--- src/rtl/chronos_i2c_pkg.sv ---
// Shared definitions for the Chronos I2C register-bank target:
// FSM state encoding and default build-time constants.
`timescale 1ns/1ps

package chronos_i2c_pkg;

  // Default 7-bit bus address of the register bank target.
  localparam logic [6:0] DEV_ADDR_DEFAULT = 7'h3C;

  // Default number of consecutive equal samples before a filtered line moves.
  localparam int FILTER_LEN_DEFAULT = 3;

  // Protocol states of the target.
  typedef enum logic [3:0] {
    IDLE,
    DEV,
    ACK_DEV,
    PTR,
    WR,
    ACK_W,
    RD,
    MACK,
    WAIT_STOP
  } i2c_state_t;

endpackage

--- src/rtl/i2c_input_filter.sv ---
// Conditions one asynchronous bus pin: a two-flop synchroniser followed by
// a glitch filter that only moves its output after FILTER_LEN consecutive
// synchronised samples disagree with the current output level.
`timescale 1ns/1ps

module i2c_input_filter #(
  parameter int FILTER_LEN = 3
) (
  input  logic clk,
  input  logic rst_n,
  input  logic pin,
  output logic level
);

  localparam int CW = (FILTER_LEN > 1) ? $clog2(FILTER_LEN) : 1;

  logic [1:0]    sync;
  logic [CW-1:0] cnt;

  // Bring the pin into the clk domain; idle bus level is high.
  always_ff @(posedge clk or negedge rst_n) begin
    if (!rst_n) begin
      sync <= 2'b11;
    end else begin
      sync <= {sync[0], pin};
    end
  end

  // Count disagreeing samples; any agreeing sample restarts the count.
  always_ff @(posedge clk or negedge rst_n) begin
    if (!rst_n) begin
      level <= 1'b1;
      cnt   <= '0;
    end else if (sync[1] == level) begin
      cnt <= '0;
    end else if (cnt == CW'(FILTER_LEN - 1)) begin
      level <= sync[1];
      cnt   <= '0;
    end else begin
      cnt <= cnt + 1'b1;
    end
  end

endmodule

--- src/rtl/i2c_reg_target.sv ---
// I2C target front end for the Chronos register bank. Decodes the bus,
// keeps an auto-incrementing register pointer and drives single-cycle
// read/write strobes into the byte-wide bank. No clock stretching.
`timescale 1ns/1ps

module i2c_reg_target
  import chronos_i2c_pkg::*;
#(
  parameter logic [6:0] DEV_ADDR   = DEV_ADDR_DEFAULT,
  parameter int         FILTER_LEN = FILTER_LEN_DEFAULT
) (
  input  logic       clk,
  input  logic       rst_n,
  input  logic       scl_i,
  input  logic       sda_i,
  output logic       sda_oe,
  output logic [7:0] addr,
  output logic [7:0] wdata,
  input  logic [7:0] rdata,
  output logic       wr_en,
  output logic       rd_en,
  output logic       busy
);

  logic       scl_f;
  logic       sda_f;
  logic       scl_q;
  logic       sda_q;
  logic       scl_rise;
  logic       scl_fall;
  logic       start_cond;
  logic       stop_cond;

  i2c_state_t state;
  logic [3:0] bit_cnt;
  logic [6:0] rx_shift;
  logic [7:0] rx_byte;
  logic [7:0] tx_shift;
  logic [7:0] ptr;
  logic       rw_bit;
  logic       ack_phase;
  logic [1:0] rd_pipe;

  i2c_input_filter #(.FILTER_LEN(FILTER_LEN)) u_scl_filter (
    .clk   (clk),
    .rst_n (rst_n),
    .pin   (scl_i),
    .level (scl_f)
  );

  i2c_input_filter #(.FILTER_LEN(FILTER_LEN)) u_sda_filter (
    .clk   (clk),
    .rst_n (rst_n),
    .pin   (sda_i),
    .level (sda_f)
  );

  assign scl_rise   = scl_f & ~scl_q;
  assign scl_fall   = ~scl_f & scl_q;
  assign start_cond = scl_f & scl_q & sda_q & ~sda_f;
  assign stop_cond  = scl_f & scl_q & ~sda_q & sda_f;
  assign rx_byte    = {rx_shift, sda_f};
  assign addr       = ptr;

  // Previous filtered levels for edge and START/STOP detection.
  always_ff @(posedge clk or negedge rst_n) begin
    if (!rst_n) begin
      scl_q <= 1'b1;
      sda_q <= 1'b1;
    end else begin
      scl_q <= scl_f;
      sda_q <= sda_f;
    end
  end

  // Bank reads are registered, so rdata is captured two clocks after rd_en.
  always_ff @(posedge clk or negedge rst_n) begin
    if (!rst_n) begin
      rd_pipe <= 2'b00;
    end else begin
      rd_pipe <= {rd_pipe[0], rd_en};
    end
  end

  // Protocol FSM: bit shifting, ACK driving, pointer and bank strobes.
  always_ff @(posedge clk or negedge rst_n) begin
    if (!rst_n) begin
      state     <= IDLE;
      bit_cnt   <= 4'd0;
      rx_shift  <= 7'd0;
      tx_shift  <= 8'd0;
      ptr       <= 8'd0;
      wdata     <= 8'd0;
      rw_bit    <= 1'b0;
      ack_phase <= 1'b0;
      sda_oe    <= 1'b0;
      wr_en     <= 1'b0;
      rd_en     <= 1'b0;
      busy      <= 1'b0;
    end else begin
      wr_en <= 1'b0;
      rd_en <= 1'b0;
      if (wr_en) begin
        ptr <= ptr + 8'd1;
      end
      if (rd_pipe[1]) begin
        tx_shift <= rdata;
      end

      if (stop_cond) begin
        state     <= IDLE;
        sda_oe    <= 1'b0;
        busy      <= 1'b0;
        bit_cnt   <= 4'd0;
        ack_phase <= 1'b0;
      end else if (start_cond) begin
        state     <= DEV;
        sda_oe    <= 1'b0;
        bit_cnt   <= 4'd0;
        ack_phase <= 1'b0;
      end else begin
        case (state)
          IDLE: begin
            sda_oe <= 1'b0;
          end

          DEV: begin
            if (scl_rise) begin
              rx_shift <= rx_byte[6:0];
              if (bit_cnt == 4'd7) begin
                bit_cnt <= 4'd0;
                if (rx_byte[7:1] == DEV_ADDR) begin
                  busy   <= 1'b1;
                  rw_bit <= rx_byte[0];
                  rd_en  <= rx_byte[0];
                  state  <= ACK_DEV;
                end else begin
                  state <= WAIT_STOP;
                end
              end else begin
                bit_cnt <= bit_cnt + 4'd1;
              end
            end
          end

          ACK_DEV: begin
            if (scl_fall) begin
              if (!ack_phase) begin
                sda_oe    <= 1'b1;
                ack_phase <= 1'b1;
              end else begin
                ack_phase <= 1'b0;
                if (rw_bit) begin
                  sda_oe   <= ~tx_shift[7];
                  tx_shift <= {tx_shift[6:0], 1'b0};
                  bit_cnt  <= 4'd1;
                  state    <= RD;
                end else begin
                  sda_oe  <= 1'b0;
                  bit_cnt <= 4'd0;
                  state   <= PTR;
                end
              end
            end
          end

          PTR: begin
            if (scl_rise) begin
              rx_shift <= rx_byte[6:0];
              if (bit_cnt == 4'd7) begin
                ptr     <= rx_byte;
                bit_cnt <= 4'd0;
                state   <= ACK_W;
              end else begin
                bit_cnt <= bit_cnt + 4'd1;
              end
            end
          end

          WR: begin
            if (scl_rise) begin
              rx_shift <= rx_byte[6:0];
              if (bit_cnt == 4'd7) begin
                wdata   <= rx_byte;
                wr_en   <= 1'b1;
                bit_cnt <= 4'd0;
                state   <= ACK_W;
              end else begin
                bit_cnt <= bit_cnt + 4'd1;
              end
            end
          end

          ACK_W: begin
            if (scl_fall) begin
              if (!ack_phase) begin
                sda_oe    <= 1'b1;
                ack_phase <= 1'b1;
              end else begin
                sda_oe    <= 1'b0;
                ack_phase <= 1'b0;
                bit_cnt   <= 4'd0;
                state     <= WR;
              end
            end
          end

          RD: begin
            if (scl_fall) begin
              if (bit_cnt == 4'd8) begin
                sda_oe  <= 1'b0;
                bit_cnt <= 4'd0;
                state   <= MACK;
              end else begin
                sda_oe   <= ~tx_shift[7];
                tx_shift <= {tx_shift[6:0], 1'b0};
                bit_cnt  <= bit_cnt + 4'd1;
              end
            end
          end

          MACK: begin
            if (scl_rise) begin
              ptr <= ptr + 8'd1;
              if (!sda_f) begin
                rd_en <= 1'b1;
                state <= RD;
              end else begin
                state <= WAIT_STOP;
              end
            end
          end

          WAIT_STOP: begin
            sda_oe <= 1'b0;
          end

          default: begin
            state  <= IDLE;
            sda_oe <= 1'b0;
          end
        endcase
      end
    end
  end

endmodule

--- config.mk ---
export PLATFORM = sky130hd
export DESIGN_NAME = i2c_reg_target
export DESIGN_NICKNAME = d
export VERILOG_FILES = /design/src/rtl/chronos_i2c_pkg.sv /design/src/rtl/i2c_input_filter.sv /design/src/rtl/i2c_reg_target.sv
export SDC_FILE = /design/constraint.sdc
export NUM_CORES = 1
export LEC_CHECK = 0
export CORE_UTILIZATION = 42
export CTS_BUF_LIST = sky130_fd_sc_hd__clkbuf_8 sky130_fd_sc_hd__clkbuf_16
export CTS_CLUSTER_DIAMETER = 40
export DETAILED_ROUTE_END_ITERATION = 6
export MAX_ROUTING_LAYER = met4
export PLACE_DENSITY = 0.7
export SYNTH_ARGS = -nofsm -noshare
export SYNTH_HDL_FRONTEND = slang
export SYNTH_SLANG_ARGS = --single-unit
--- constraint.sdc ---
create_clock -name clk -period 4.75 [get_ports clk]
set_input_delay 0.95 -clock clk [delete_from_list [all_inputs] [get_ports clk]]
set_output_delay 0.95 -clock clk [all_outputs]
set_load 0.1 [all_outputs]
# [Word level (Yosys, flattened, before mapping)]
# Index checks and enable logic that the tools add are counted.
[op_classes] eq_ne=30 n_reduce_logical=23 addsub=4 n_mux=81 bitwise=16
[op_table] operator="2-to-1 mux 8 bit" n=14
[op_table] operator="2-to-1 mux 4 bit" n=25
[op_table] operator="!= test 4 bit, second input constant" n=9
[op_table] operator="one-hot mux 8 bit (2 select lines)" n=2
[op_table] operator="2-to-1 mux 1 bit" n=31
[op_table] operator="one-hot mux 4 bit (7 select lines)" n=1
[op_table] operator="== test 4 x 3 -> 1 bit, second input constant" n=5
[op_table] operator="one-hot mux 4 bit (4 select lines)" n=1
[op_table] operator="!= test 4 x 1 -> 1 bit, second input constant" n=3
[op_table] operator="AND reduction 12 bit" n=1
[op_table] operator="AND reduction 5 bit" n=2
[op_table] operator="inverter 1 bit" n=9
[op_table] operator="adder 8 x 1 -> 8 bit, second input constant" n=1
[op_table] operator="== test 4 x 2 -> 1 bit, second input constant" n=2
[op_table] operator="== test 4 bit, second input constant" n=2
[op_table] operator="2-to-1 mux 2 bit" n=4
[op_table] operator="AND reduction 4 bit" n=2
[op_table] operator="nonzero test 2 bit" n=4
[op_table] operator="AND 1 bit" n=7
[op_table] operator="== test 7 x 6 -> 1 bit, second input constant" n=1
[op_table] operator="AND reduction 7 bit" n=1
[op_table] operator="!= test 3 x 1 -> 1 bit, second input constant" n=2
[op_table] operator="AND reduction 2 bit" n=3
[op_table] operator="AND reduction 6 bit" n=1
[op_table] operator="15 further kinds" n=21
[totals] wordCells=175 out_inout_bits=20 input_bits=12 register_bits=59

# [Depth between registers and ports, before layout]
# Gate-level depths: netlist of the first run.
[logic_depth] depth_word=7 depth_mapped=8 mapped_depth_nobuf=7

# [Modules after synthesis]
# Synthesis of the first run repeated with hierarchy kept, for this count alone.
[hier_totals] cells_unflattened=326 area_unflattened_um2=3374.5
[modules_own_cells] mod="i2c_reg_target" area_each_um2=3016.6 cells_each=306 n_inst=1 seq_area_each_um2=1228.7
[modules_own_cells] mod="i2c_input_filter" area_each_um2=178.9 cells_each=10 n_inst=2 seq_area_each_um2=128.9

# [Worst setup path before layout of the first run]
# No wires, ideal clock.
[synth_path] path_kind="reg-to-reg" from="register ptr[2] (netlist: addr[2])" to="register ptr[5] (netlist: addr[5])" setup_ns=0.142 stages_incl_launch_ff=7 path_buffers=1 setup_slack_ns=2.518 arrival_ns=2.091 t_required_ns=4.608 synth_period_minus_slack_ns=2.232 path_cell_list="dfrtp_1 > clkbuf_1 > and4_1 > nand3_1 > xnor2_1 > a22oi_1 > o221ai_1"
[synth_between] elab_chain_len=7 elab_cells_between_ends=8 classes_between="add/sub (1); mux (7)"
[synth_lines] item="start: declaration" line_no="i2c_reg_target.sv:39" text="logic [7:0] ptr;"
[synth_lines] item="start signal: assignment" line_no="i2c_reg_target.sv:104" text="ptr <= ptr + 8'd1;"
[synth_lines] item="start signal: assignment" line_no="i2c_reg_target.sv:171" text="ptr <= rx_byte;"
[synth_lines] item="start signal: assignment" line_no="i2c_reg_target.sv:224" text="ptr <= ptr + 8'd1;"
[synth_lines] item="adder 8 x 1 -> 8 bit *" line_no="i2c_reg_target.sv:104, i2c_reg_target.sv:224"
[synth_lines] item="2-to-1 mux 8 bit" line_no="i2c_reg_target.sv:103" text="if (wr_en) begin"
[synth_lines] item="2-to-1 mux 8 bit" line_no="i2c_reg_target.sv:170" text="if (bit_cnt == 4'd7) begin"
[synth_lines] item="2-to-1 mux 8 bit" line_no="i2c_reg_target.sv:168" text="if (scl_rise) begin"
[synth_lines] item="one-hot mux 8 bit (2 select lines)" line_no="i2c_reg_target.sv:122" text="case (state)"
[synth_lines] item="2-to-1 mux 8 bit" line_no="i2c_reg_target.sv:116" text="end else if (start_cond) begin"
[synth_lines] item="2-to-1 mux 8 bit *" line_no="i2c_reg_target.sv:110" text="if (stop_cond) begin"
# Every way passes the cells marked *; elsewhere a longest branch is shown, timed or not.
# A chain may end at the register's enable or synchronous reset.

# [Final worst setup path of the first run]
[layout_path] from="register wr_en" to="output wr_en"
[layout_rtl] item="start: declaration" line_no="i2c_reg_target.sv:20" text="output logic wr_en,"
[layout_rtl] item="start signal: assignment" line_no="i2c_reg_target.sv:97" text="wr_en <= 1'b0;"
[layout_rtl] item="start signal: assignment" line_no="i2c_reg_target.sv:101" text="wr_en <= 1'b0;"
[layout_rtl] item="start signal: assignment" line_no="i2c_reg_target.sv:185" text="wr_en <= 1'b1;"
# No word-level cell between the ends.

==> results of run 1 <==
## sequential cells by signal, summed over array words and instances, names as in the netlist
signal / flops
u_scl_filter.cnt: 2
tx_shift: 8
u_scl_filter.sync: 2
sda_q: 1
busy: 1
ack_phase: 1
u_scl_filter.level: 1
wr_en: 1
u_sda_filter.level: 1
rd_en: 1
u_sda_filter.cnt: 2
state: 4
rx_shift: 7
rw_bit: 1
rd_pipe: 2
addr: 8
u_sda_filter.sync: 2
wdata: 8
sda_oe: 1
bit_cnt: 4
scl_q: 1
## cell families after synthesis
family	after synthesis
compound gates	92
xor+xnor	15
buf+inv	30
fa+ha+maj	3
flops	59
mux	20
simple gates	146
## path summary, 6_finish.rpt
| path | startpoint | to | slack (ps) |
|---|---|---|---|
| max | wr_en$_DFF_PN0_ | wr_en | 1600 |
| max in group asynchronous | rst_n | state[0]$_DFFE_PN0P_ | 3500 |
| min reg2reg | rd_pipe[0]$_DFF_PN0_ | rd_pipe[1]$_DFF_PN0_ | 350 |
| min | rd_pipe[0]$_DFF_PN0_ | rd_pipe[1]$_DFF_PN0_ | 350 |
| max reg2reg | state[2]$_DFFE_PN0P_ | bit_cnt[3]$_DFFE_PN0P_ | 1900 |
| min in group asynchronous | rst_n | wr_en$_DFF_PN0_ | 750 |
## stage by stage
step | cells | hold WS (ps) | worst slack, ps | util [%] | cell area (um^2)
after floorplan | 365 | 331 | 2520 | - | 3370
after global placement | 477 | 332 | 1990 | 48.1 | 3720
after detailed placement | 477 | 336 | 1960 | 48.1 | 3720
after CTS | 493 | 353 | 1580 | 51.3 | 3970
after global routing | 493 | 365 | 1500 | 51.3 | 3970
final | 493 | 355 | 1600 | 51.3 | 3970
## layout make-up
cell class | instances | area (um^2)
timing repair buffer | 32 | 313
fill | 698 | 3760
multi-input combinational | 276 | 1760
inverter | 8 | 30.0
clock inverter | 6 | 111
tap | 102 | 128
clock buffer | 10 | 138
sequential | 59 | 1490
## cells in the mapped netlist (2+ instances only)
cell,count,area (um^2)
mux2_2,10,113
xnor2_1,9,78.8
or2_2,3,18.8
nor3_1,7,35.0
xor2_1,6,52.6
nand3_1,11,55.1
buf_1,4,15.0
o2111ai_1,2,17.5
nand2_1,40,150
a21boi_0,2,15.0
nand4bb_1,2,22.5
nor2b_1,9,56.3
buf_2,2,10.0
clkbuf_1,15,56.3
or3_1,3,18.8
and3_1,3,18.8
mux2i_1,10,100
nor3b_1,5,37.5
or4_1,2,15.0
o21a_1,2,15.0
o22ai_1,5,31.3
o211ai_1,6,45.0
a22oi_1,3,22.5
nand3b_1,7,52.6
nand4_1,3,18.8
o221ai_1,2,17.5
a32oi_1,2,17.5
and2_1,2,12.5
inv_1,8,30.0
ha_1,3,37.5
dfrtp_1,51,1280
nand2b_1,6,37.5
o21ai_0,15,75.1
o31ai_1,6,45.0
dfstp_2,8,210
and4_1,2,17.5
a31oi_1,6,37.5
a21oi_1,25,125
nor2_1,33,124
a211oi_1,4,30.0
## layer usage
metal	vias up	global-route usage, %	routed length [um]
met5	-	-	0
met4	0	9.66	154
met3	14	4.36	389
met2	95	31.4	3610
met1	1345	28.2	3560
li1	1369	-	-
## power breakdown
part	total (W)	internal [W]	switching, W	leakage (nW)
logic	0.000220	0.0000877	0.000132	0.704
registers	0.000636	0.000560	0.0000765	0.756
clock network	0.000574	0.000363	0.000211	0.123
total	0.00143	0.00101	0.000419	1.58
## layout by cell type (no fill, tap or decap), types with 4 or more instances in the layout
cell type,synthesis,routed
a211oi_1,4,4
nand2b_1,6,6
dfrtp_1,51,51
nand2_1,40,40
nor2b_1,9,9
a31oi_1,6,6
o211ai_1,6,6
inv_1,8,8
o22ai_1,5,5
mux2_2,10,10
mux2i_1,10,10
dfstp_2,8,8
a21oi_1,25,25
o31ai_1,6,6
clkbuf_8,0,10
nor3_1,7,7
nor2_1,33,33
xnor2_1,9,9
xor2_1,6,6
nor3b_1,5,5
o21ai_0,15,15
clkdlybuf4s50_1,0,30
nand3_1,11,11
nand3b_1,7,7
==> metrics.md, run 1 <==
| Metric | Value |
|---|---|
| Synthesized-area fraction occupied by adder cells | around 1.1% |
| H-tree Lvls | 3 |
| Post-cts resize count | 0 |
| Synth Area in Compound Gates | between 10% and 20% |
| RSZ-0062 raised after global routing | false |
| Worst setup SP type | register |
| Largest net degree at the start of global routing | 60 |
| Antenna cells | 0 |
| Area share of and/or/nand/nor cells after synthesis | between 20% and 30% |
| Slew HR | between 30% and 40% |
| Vias in the first global route | ~2.8k |
| Achievable Freq | approximately 320 MHz |
| Setup Fix Bufs, Post-CTS | 0 |
| CP max stage delay | roughly 1200 ps |
| Outcome | completed |
| Final Hold Viols | 0 |
| CTS tree | built |
| DR DRC count | 0 |
| Final setup viols | 0 |
| Top-Level Pins | 32 |
| WP buf/inv | 1 |
| FF+latch count, synth | 59 |
| Yosys cell types | 61 |
| Hold buffer count at cts | 0 |
| Slew @ Worst Pin | 964 ps |
| Global router's overall resource usage | between 20% and 30% |
| Worst EP required | approximately 3800 ps |
| Grt ovf | 0 |
| Number of enable flip-flop cells after synthesis | 0 |
| Cell Area, Synth | between 3000 and 4000 um^2 |
| Synth Net Count | 380 |
| Main combinational cell family by area after synthesis | simple AND/OR/NAND/NOR gates |
| Total Neg Setup Slack | 0 ps |
| Reg2Reg Depth | 5 |
| Clock sinks | 59 |
| Routed wire per std cell | 15.7 um |
| Die span in y | 91.6 um |
| Critical Path AT | roughly 2200 ps |
| Routed Wire Length | a little under 8 mm |
| Gate Count Post-Synth | 365 |
| Peak supply drop | 0.000204 V |
| Power Total | around 0.0014 W |
| Worst-path fanout max | 15 |
| Layout cells sized above 1 | 11.5% |
| Root Buffer | clkbuf_8 |
| Slew Viols, Final | 0 |
| Period Utilization, post-route | approximately 66% |
| Largest delay contributor family on the critical path | buffers and inverters |
| # nets final | between 400 and 500 |
| Placer Congestion | between 0.9 and 1 |
| Starting Density | 43.6% |
| CP endpoint kind | output port |
| Hold Crit Depth | 0 |
| Insertion delay to the later sink of the worst-skew pair | between 300 and 400 ps |
| Port Buf Inserts | 31 |
| DP Wirelength | a little over 5 mm |
| Yosys warnings | 0 |
| Top_reg_cell synth | dfrtp_1 |
| Initial DRC Count | between 200 and 250 |
| CTS Buf Count | 9 |
| Clk buf depth | 2 |
| Final Skew | 9.46 ps |
| Synthesized area per cell | ~9.2 um^2 |
| Setup Crit Path Kind | reg2out |
| Stages on worst setup path | 1 |
| Post-synthesis sequential area ratio | 44.1% |
| Share of flip-flops with an asynchronous set or reset | 100% |
| Post-synthesis mux area share | 6.32% |
| Area grow syn2layout | 17.7% |
| Die ar. | between 8000 and 9000 um^2 |
| XOR/XNOR share of the synthesized area | around 3.9% |
| Reg clk slew, reported paths | approximately 70 ps |
| Power Density | around 360 nW/um^2 |
| Lkg Pwr | about 1.6 nW |
| Die X-Extent | ~90 um |
| Slowest-stage cell, CP | clkdlybuf4s50_1 |
| First-pass GRT wire length | about 14 mm |
| Core Footprint | around 7700 um^2 |
| Minimum clock period | 3150 ps |
| Hold crit path type | reg2reg |
| CP cell instances | clkdlybuf4s50_1 |
| Via count | between 2k and 3k |
| Drt pass-1 iters | 6 |
| MaxCap Viol Count | 0 |
| Vias per cell | approximately 5.7 |
| Row Count | 32 |
| DRT antenna net count | 0 |
| Antenna violations before repair | 0 |
Power figures use the tool's default switching activity.
==> run 2: changes to the inputs <==
- clock period: 4.75 -> 3.2 ns (I/O delays scaled with it)
==> run 2 against run 1 <==
  * Global-route usage down 0.77 points
  * Clock power up 5.9%
  * First-iteration DRC count up 10%
  * Die area unchanged
  * Final area down 1.8%
  * Sequential cell count unchanged
  * Clock skew up 2.3 ps
  * Power up 33%
  * Hold slack worse by 4.9 ps
  * Largest power group unchanged
==> metrics.md, run 2 (same netlist as run 1, synthesis figures left out) <==
| Metric | Value |
|---|---|
| Outcome | completed |
| Worst setup SP type | register |
| Slew Viols, Final | 0 (unchanged) |
| Slew HR | 49.4% (+14 points) |
| CTS tree | built |
| R2R setup slack | 780 ps (-1120 ps) |
| First-pass GRT wire length | 13.1 mm (-3.8%) |
| Largest net degree at the start of global routing | 35 (-42%) |
| Setup Crit Path Kind | reg2reg |
| Row Count | 32 (unchanged) |
| WP buf/inv | 0 (-1) |
| Worst EP required | 3470 ps (-330 ps) |
| Area grow syn2layout | 15.6% |
| Power Density | 489 nW/um^2 (+36%) |
| Routed wire per std cell | 15.4 um (-1.9%) |
| Minimum clock period | 2420 ps |
| Via count | 2843 (+0.71%) |
| Reg2Reg Depth | 5 (unchanged) |
| Lkg Pwr | 1.62 nW (+2.1%) |
| Starting Density | 43.6% (unchanged) |
| Placer Congestion | 0.972 (+7.8%) |
| # nets final | 408 (+1.7%) |
| Power Total | 0.00190 W (+33%) |
| Largest delay contributor family on the critical path | simple AND/OR/NAND/NOR gates |
| Hold crit path type | in2async |
| CTS Buf Count | 9 (unchanged) |
| MaxCap Viol Count | 0 (unchanged) |
| Layout cells sized above 1 | 18.1% (+6.6 points) |
| Die ar. | 8380 um^2 (unchanged) |
| Vias per cell | 5.69 (-0.70%) |
| Critical Path AT | 2690 ps (+490 ps) |
| Drt pass-1 iters | 4 (-2) |
| Setup Fix Bufs, Post-CTS | 0 (unchanged) |
| CP startpoint | state[1]$_DFFE_PN0P_ |
| DR DRC count | 0 (unchanged) |
| Root Buffer | clkbuf_8 |
| Worst reg2reg path endpoint | bit_cnt[3]$_DFFE_PN0P_ |
| RR Startpoint | state[1]$_DFFE_PN0P_ |
| Final Hold Viols | 0 (unchanged) |
| Initial DRC Count | 243 (+10%) |
| Insertion delay to the later sink of the worst-skew pair | 350 ps (about the same) |
| Die span in y | 91.6 um (unchanged) |
| RSZ-0062 raised after global routing | false |
| Hold buffer count at cts | 0 (unchanged) |
| Total Neg Setup Slack | 0 ps (unchanged) |
| CP max stage delay | 540 ps (-680 ps) |
| Most common library cell in the layout ignoring fill and taps | dfrtp_1 |
| Slowest-stage cell, CP | dfrtp_1 |
| Achievable Freq | 413 MHz |
| Die X-Extent | 91.6 um (unchanged) |
| Peak supply drop | 0.000287 V (+41%) |
| Fillers | 722 (+3.4%) |
| Antenna violations before repair | 0 (unchanged) |
| Port Buf Inserts | 31 (unchanged) |
| Final Skew | 11.8 ps (+2.30 ps) |
| Vias in the first global route | 2704 (-3.5%) |
| Most frequent cells in the layout | dfrtp_1, nand2_1, nor2_1, buf_4, a21oi_1 |
| Routed Wire Length | 7.68 mm (-0.51%) |
| Slew @ Worst Pin | 752 ps (-212 ps) |
| Final setup viols | 0 (unchanged) |
| Reg clk slew, reported paths | 70 ps (about the same) |
| H-tree Lvls | 3 (unchanged) |
| Antenna cells | 0 (unchanged) |
| Period Utilization, post-route | 75.6% |
| Worst-path fanout max | 15 (unchanged) |
| Clock sinks | 59 (unchanged) |
| DRT antenna net count | 0 (unchanged) |
| CP cell instances | or3b_4 -> a211o_1 -> a21bo_4 -> or4_1 -> a21oi_1 |
| Clk buf depth | 2 (unchanged) |
| Top-Level Pins | 32 (unchanged) |
| Grt ovf | 0 (unchanged) |
| Core Footprint | 7730 um^2 (unchanged) |
| Global router's overall resource usage | 20.5% (-0.77 points) |
| Post-cts resize count | 0 (unchanged) |
| DP Wirelength | 5.40 mm (+4.4%) |
| Final core utilization | 50.4% (-0.91 points) |
| CP endpoint kind | register |
| Hold slack | 350 ps (-4.88 ps) |
run 2: changes by cell type in the layout (fill, tap and decap cells not counted), sizes merged:
cell / before / now
clkbuf: 10 / 9
clkinvlp: 1 / 4
clkdlybuf4s50: 30 / 10
clkinv: 1 / 2
buf: 2 / 29
bufinv: 3 / 0
run 2: how the worst max path moves through the flow:
stage,cells after the start,slack (ps),end
2_1_floorplan,6,970,addr[5]$_DFF_PN0_
3_3_place_gp,5,830,bit_cnt[3]$_DFFE_PN0P_
3_5_place_dp,5,780,bit_cnt[3]$_DFFE_PN0P_
4_1_cts,5,780,bit_cnt[3]$_DFFE_PN0P_
5_1_grt,5,660,wdata[0]$_DFFE_PN0P_
6_report,5,780,bit_cnt[3]$_DFFE_PN0P_
run 2: per-layer routing:
| metal | up-vias | track usage [%] | wire length (um) |
|---|---|---|---|
| met2 | 102 | 31.5 | 3650 |
| met1 | 1343 | 25.7 | 3460 |
| met5 | - | - | 0 |
| li1 | 1390 | - | - |
| met3 | 8 | 4.77 | 480 |
| met4 | 0 | 9.39 | 84 |
run 2: where the power goes:
group	leakage (nW)	internal, W	switching, W	total, W
clock network	0.0779	0.000282	0.000326	0.000608
logic	0.782	0.000148	0.000238	0.000386
registers	0.756	0.000830	0.0000804	0.000910
total	1.62	0.00126	0.000644	0.00190
run 2: layout make-up:
cell class                      instances  area [um^2]  share of cell area [%]
Tap cell                              102          128                    3.28
Multi-Input combinational cell        276         1760                    45.2
Clock inverter                          7         52.6                    1.35
Sequential cell                        59         1490                    38.2
Inverter                                8         30.0                   0.771
Timing Repair Buffer                   39          315                    8.10
Clock buffer                            9          124                    3.18
run 2: metrics by stage:
step	worst slack, ps	instance area, um^2	std cells
2_1_floorplan	968	3370	365
3_3_place_gp	830	3720	484
3_5_place_dp	780	3720	484
4_1_cts	777	3890	500
5_1_grt	655	3890	500
6_report	779	3890	500
==> run 3: changes to the inputs <==
- PLACE_DENSITY: 0.7 -> 0.72
- clock period: 3.2 -> 2.1 ns (I/O delays scaled with it)
==> run 3 against run 2 <==
  * Via count is 2.0% higher
  * Sequential power is 47% higher
  * Register-to-register slack got worse by 780 ps
  * Final area increased by 5.5%
  * Critical path depth is the same
  * Clock skew down 5.4 ps
  * Routed wire length is 7.5% higher
  * Power increased by 58%
  * Die area unchanged
  * Sequential cell count is the same
  * First-iteration DRC count decreased by 24%
  * Clock-buffer cell count unchanged
  * Critical endpoint unchanged
==> metrics.md, run 3 (same netlist as run 1, synthesis figures left out) <==
| Metric | Value |
|---|---|
| Final Instance Area | 4110 um^2 (+5.5%) |
| Insertion delay to the later sink of the worst-skew pair | 340 ps (about the same) |
| Drt pass-1 iters | 5 (+1) |
| First-pass GRT wire length | 13.7 mm (+5.1%) |
| Achievable Freq | 476 MHz (+15%) |
| Critical Path AT | 2370 ps (-320 ps) |
| Grt ovf | 0 (unchanged) |
| Register share of total power | 44.4% (-3.4 points) |
| Reg clk slew, reported paths | 70 ps (about the same) |
| Port Buf Inserts | 31 (unchanged) |
| Reg2Reg Depth | 5 (unchanged) |
| Metal1 wirelength | 3.84 mm (+11%) |
| Switching pwr | 0.00101 W (+56%) |
| # nets final | 430 (+5.4%) |
| Sequential cell area | 1490 um^2 (+0.25%) |
| Initial DRC Count | 185 (-24%) |
| Worst slack, placed | -49.5 ps (-829 ps) |
| Row Count | 32 (unchanged) |
| Lkg Pwr | 1.73 nW (+7.0%) |
| Fillers | 746 (+3.3%) |
| Power Total | 0.00301 W (+58%) |
| DP Wirelength | 5.97 mm (+10%) |
| Outcome | completed |
| Layout cells sized above 1 | 24.3% (+6.2 points) |
| Hold slack | 43.1 ps (-307 ps) |
| Most frequent cells in the layout | dfrtp_1, buf_4, nand2_1, nor2_1, a21oi_1 |
| CTS Buf Count | 9 (unchanged) |
| Via count | 2901 (+2.0%) |
| Minimum clock period | 2100 ps (-321 ps) |
| Worst setup SP type | register |
| Antenna cells | 0 (unchanged) |
| MaxCap Viol Count | 0 (unchanged) |
| Setup Crit Path Kind | reg2reg |
| Vias in the first global route | 2814 (+4.1%) |
| Sw Ratio | 33.4% (-0.40 points) |
| Slew @ Worst Pin | 578 ps (-174 ps) |
| Slew HR | 61.5% (+12 points) |
| Worst EP required | 2370 ps (-1100 ps) |
| Int Power | 0.00201 W (+59%) |
| H-tree Lvls | 3 (unchanged) |
| R2R setup slack | 0.3 ps (-780 ps) |
| Worst reg2reg path endpoint | bit_cnt[3]$_DFFE_PN0P_ |
| Vias per cell | 5.56 (-2.3%) |
| Core Footprint | 7730 um^2 (unchanged) |
| Hold buffer count at cts | 0 (unchanged) |
| Placer Congestion | 0.921 (-5.2%) |
| Final setup viols | 0 (unchanged) |
| Antenna violations before repair | 0 (unchanged) |
| Final Skew | 6.39 ps (-5.37 ps) |
| Final WS setup | 0.301 ps (-779 ps) |
| Clk buf depth | 2 (unchanged) |
| Clock power frac | 30.9% (-1.0 points) |
| RSZ-0062 raised after global routing | true |
| Top-Level Pins | 32 (unchanged) |
| Global router's overall resource usage | 21.4% (+0.91 points) |
| Hold crit path type | in2async |
| Routed Wire Length | 8.26 mm (+7.5%) |
| Die X-Extent | 91.6 um (unchanged) |
| Met2 wire length | 3.83 mm (+4.8%) |
| Period Utilization, post-route | 100% (+24 points) |
| Worst-path fanout max | 6 (-9) |
| Top Metal Used | met4 |
| Gate power share | 24.6% (+4.3 points) |
| Routed wire per std cell | 15.8 um (+3.0%) |
| Post-Place Cells | 502 (+3.7%) |
| Die span in y | 91.6 um (unchanged) |
| Peak supply drop | 0.000440 V (+53%) |
| Non-Filler Instances | 522 (+4.4%) |
| Clock sinks | 59 (unchanged) |
| Power Density | 733 nW/um^2 (+50%) |
| Wire length on met3 | 372 um (-23%) |
| Final Hold Viols | 0 (unchanged) |
| Starting Density | 43.6% (unchanged) |
| DR DRC count | 0 (unchanged) |
| RR Startpoint | state[1]$_DFFE_PN0P_ |
| CTS tree | built |
| Die ar. | 8380 um^2 (unchanged) |
| DRT antenna net count | 0 (unchanged) |
| Placement Cell Area | 3880 um^2 (+4.4%) |
| Slew Viols, Final | 0 (unchanged) |
| CP endpoint kind | register |
| Root Buffer | clkbuf_8 |
| Area occupied by multi-input gates | 1780 um^2 (+1.2%) |
| Area grow syn2layout | 22.0% |
| Largest net degree at the start of global routing | 40 (+14%) |
==> run 3: cell types whose count changed in the layout (fill, tap and decap cells not counted), moves of 2 or more <==
cell,change
or4_4,+2
a21oi_2,+2
a21oi_1,-2
or4_1,-2
dfrtp_1,-3
buf_12,+2
dfrtp_2,+3
buf_4,+20
==> run 3: final cells by class <==
type	count	share of cell area, %
Multi-Input combinational cell	276	43.3
Sequential cell	59	36.3
Timing Repair Buffer	61	12.3
Tap cell	102	3.11
Clock buffer	9	3.01
Clock inverter	7	1.28
Inverter	8	0.731
==> run 3: worst max-delay path, stage by stage (launching register included) <==
cell     delay, ps
dfrtp_1        390
or3b_4         410
a211o_1        340
a21bo_4        250
or4_4          510
a21oi_2        130
==> run 3: layer usage <==
metal  global-route usage (%)  vias to the layer above
met4                     9.13                        0
met3                     5.11                       20
met5                        -                        -
met2                     32.3                       84
met1                     27.5                     1378
li1                         -                     1419
==> run 3: worst max path at each step <==
stage | start | end | slack, ps | depth (start not counted)
2_1_floorplan | state[1]$_DFFE_PN0P_ | bit_cnt[3]$_DFFE_PN0P_ | -20 | 6
3_3_place_gp | state[0]$_DFFE_PN0P_ | bit_cnt[3]$_DFFE_PN0P_ | 30 | 6
3_5_place_dp | state[2]$_DFFE_PN0P_ | bit_cnt[3]$_DFFE_PN0P_ | -50 | 5
4_1_cts | state[1]$_DFFE_PN0P_ | bit_cnt[3]$_DFFE_PN0P_ | 9 | 5
5_1_grt | state[1]$_DFFE_PN0P_ | bit_cnt[3]$_DFFE_PN0P_ | -50 | 5
6_report | state[1]$_DFFE_PN0P_ | bit_cnt[3]$_DFFE_PN0P_ | 0.3 | 5
==> run 3: stage by stage <==
step           setup TNS [ps]  util (%)
3_3_place_gp                0      50.2
5_1_grt                 -45.5      53.2
2_1_floorplan           -35.3         -
6_report                    0      53.2
4_1_cts                     0      52.6
3_5_place_dp            -49.5      50.2
==> run 3: power by group through the flow <==
stage	logic (W)	registers, W	clock network, W
after floorplan	0.000450	0.00134	0
after global placement	0.000713	0.00136	0
after detailed placement	0.000727	0.00136	0
after CTS	0.000729	0.00134	0.000951
after global routing	0.000812	0.00136	0.00101
final	0.000742	0.00134	0.000933
==> run 3: timing repair <==
action	in CTS	in global routing
gates resized for setup	0	6
buffers inserted	1	3
endpoints found under the setup margin	1	5
pin swaps	0	3
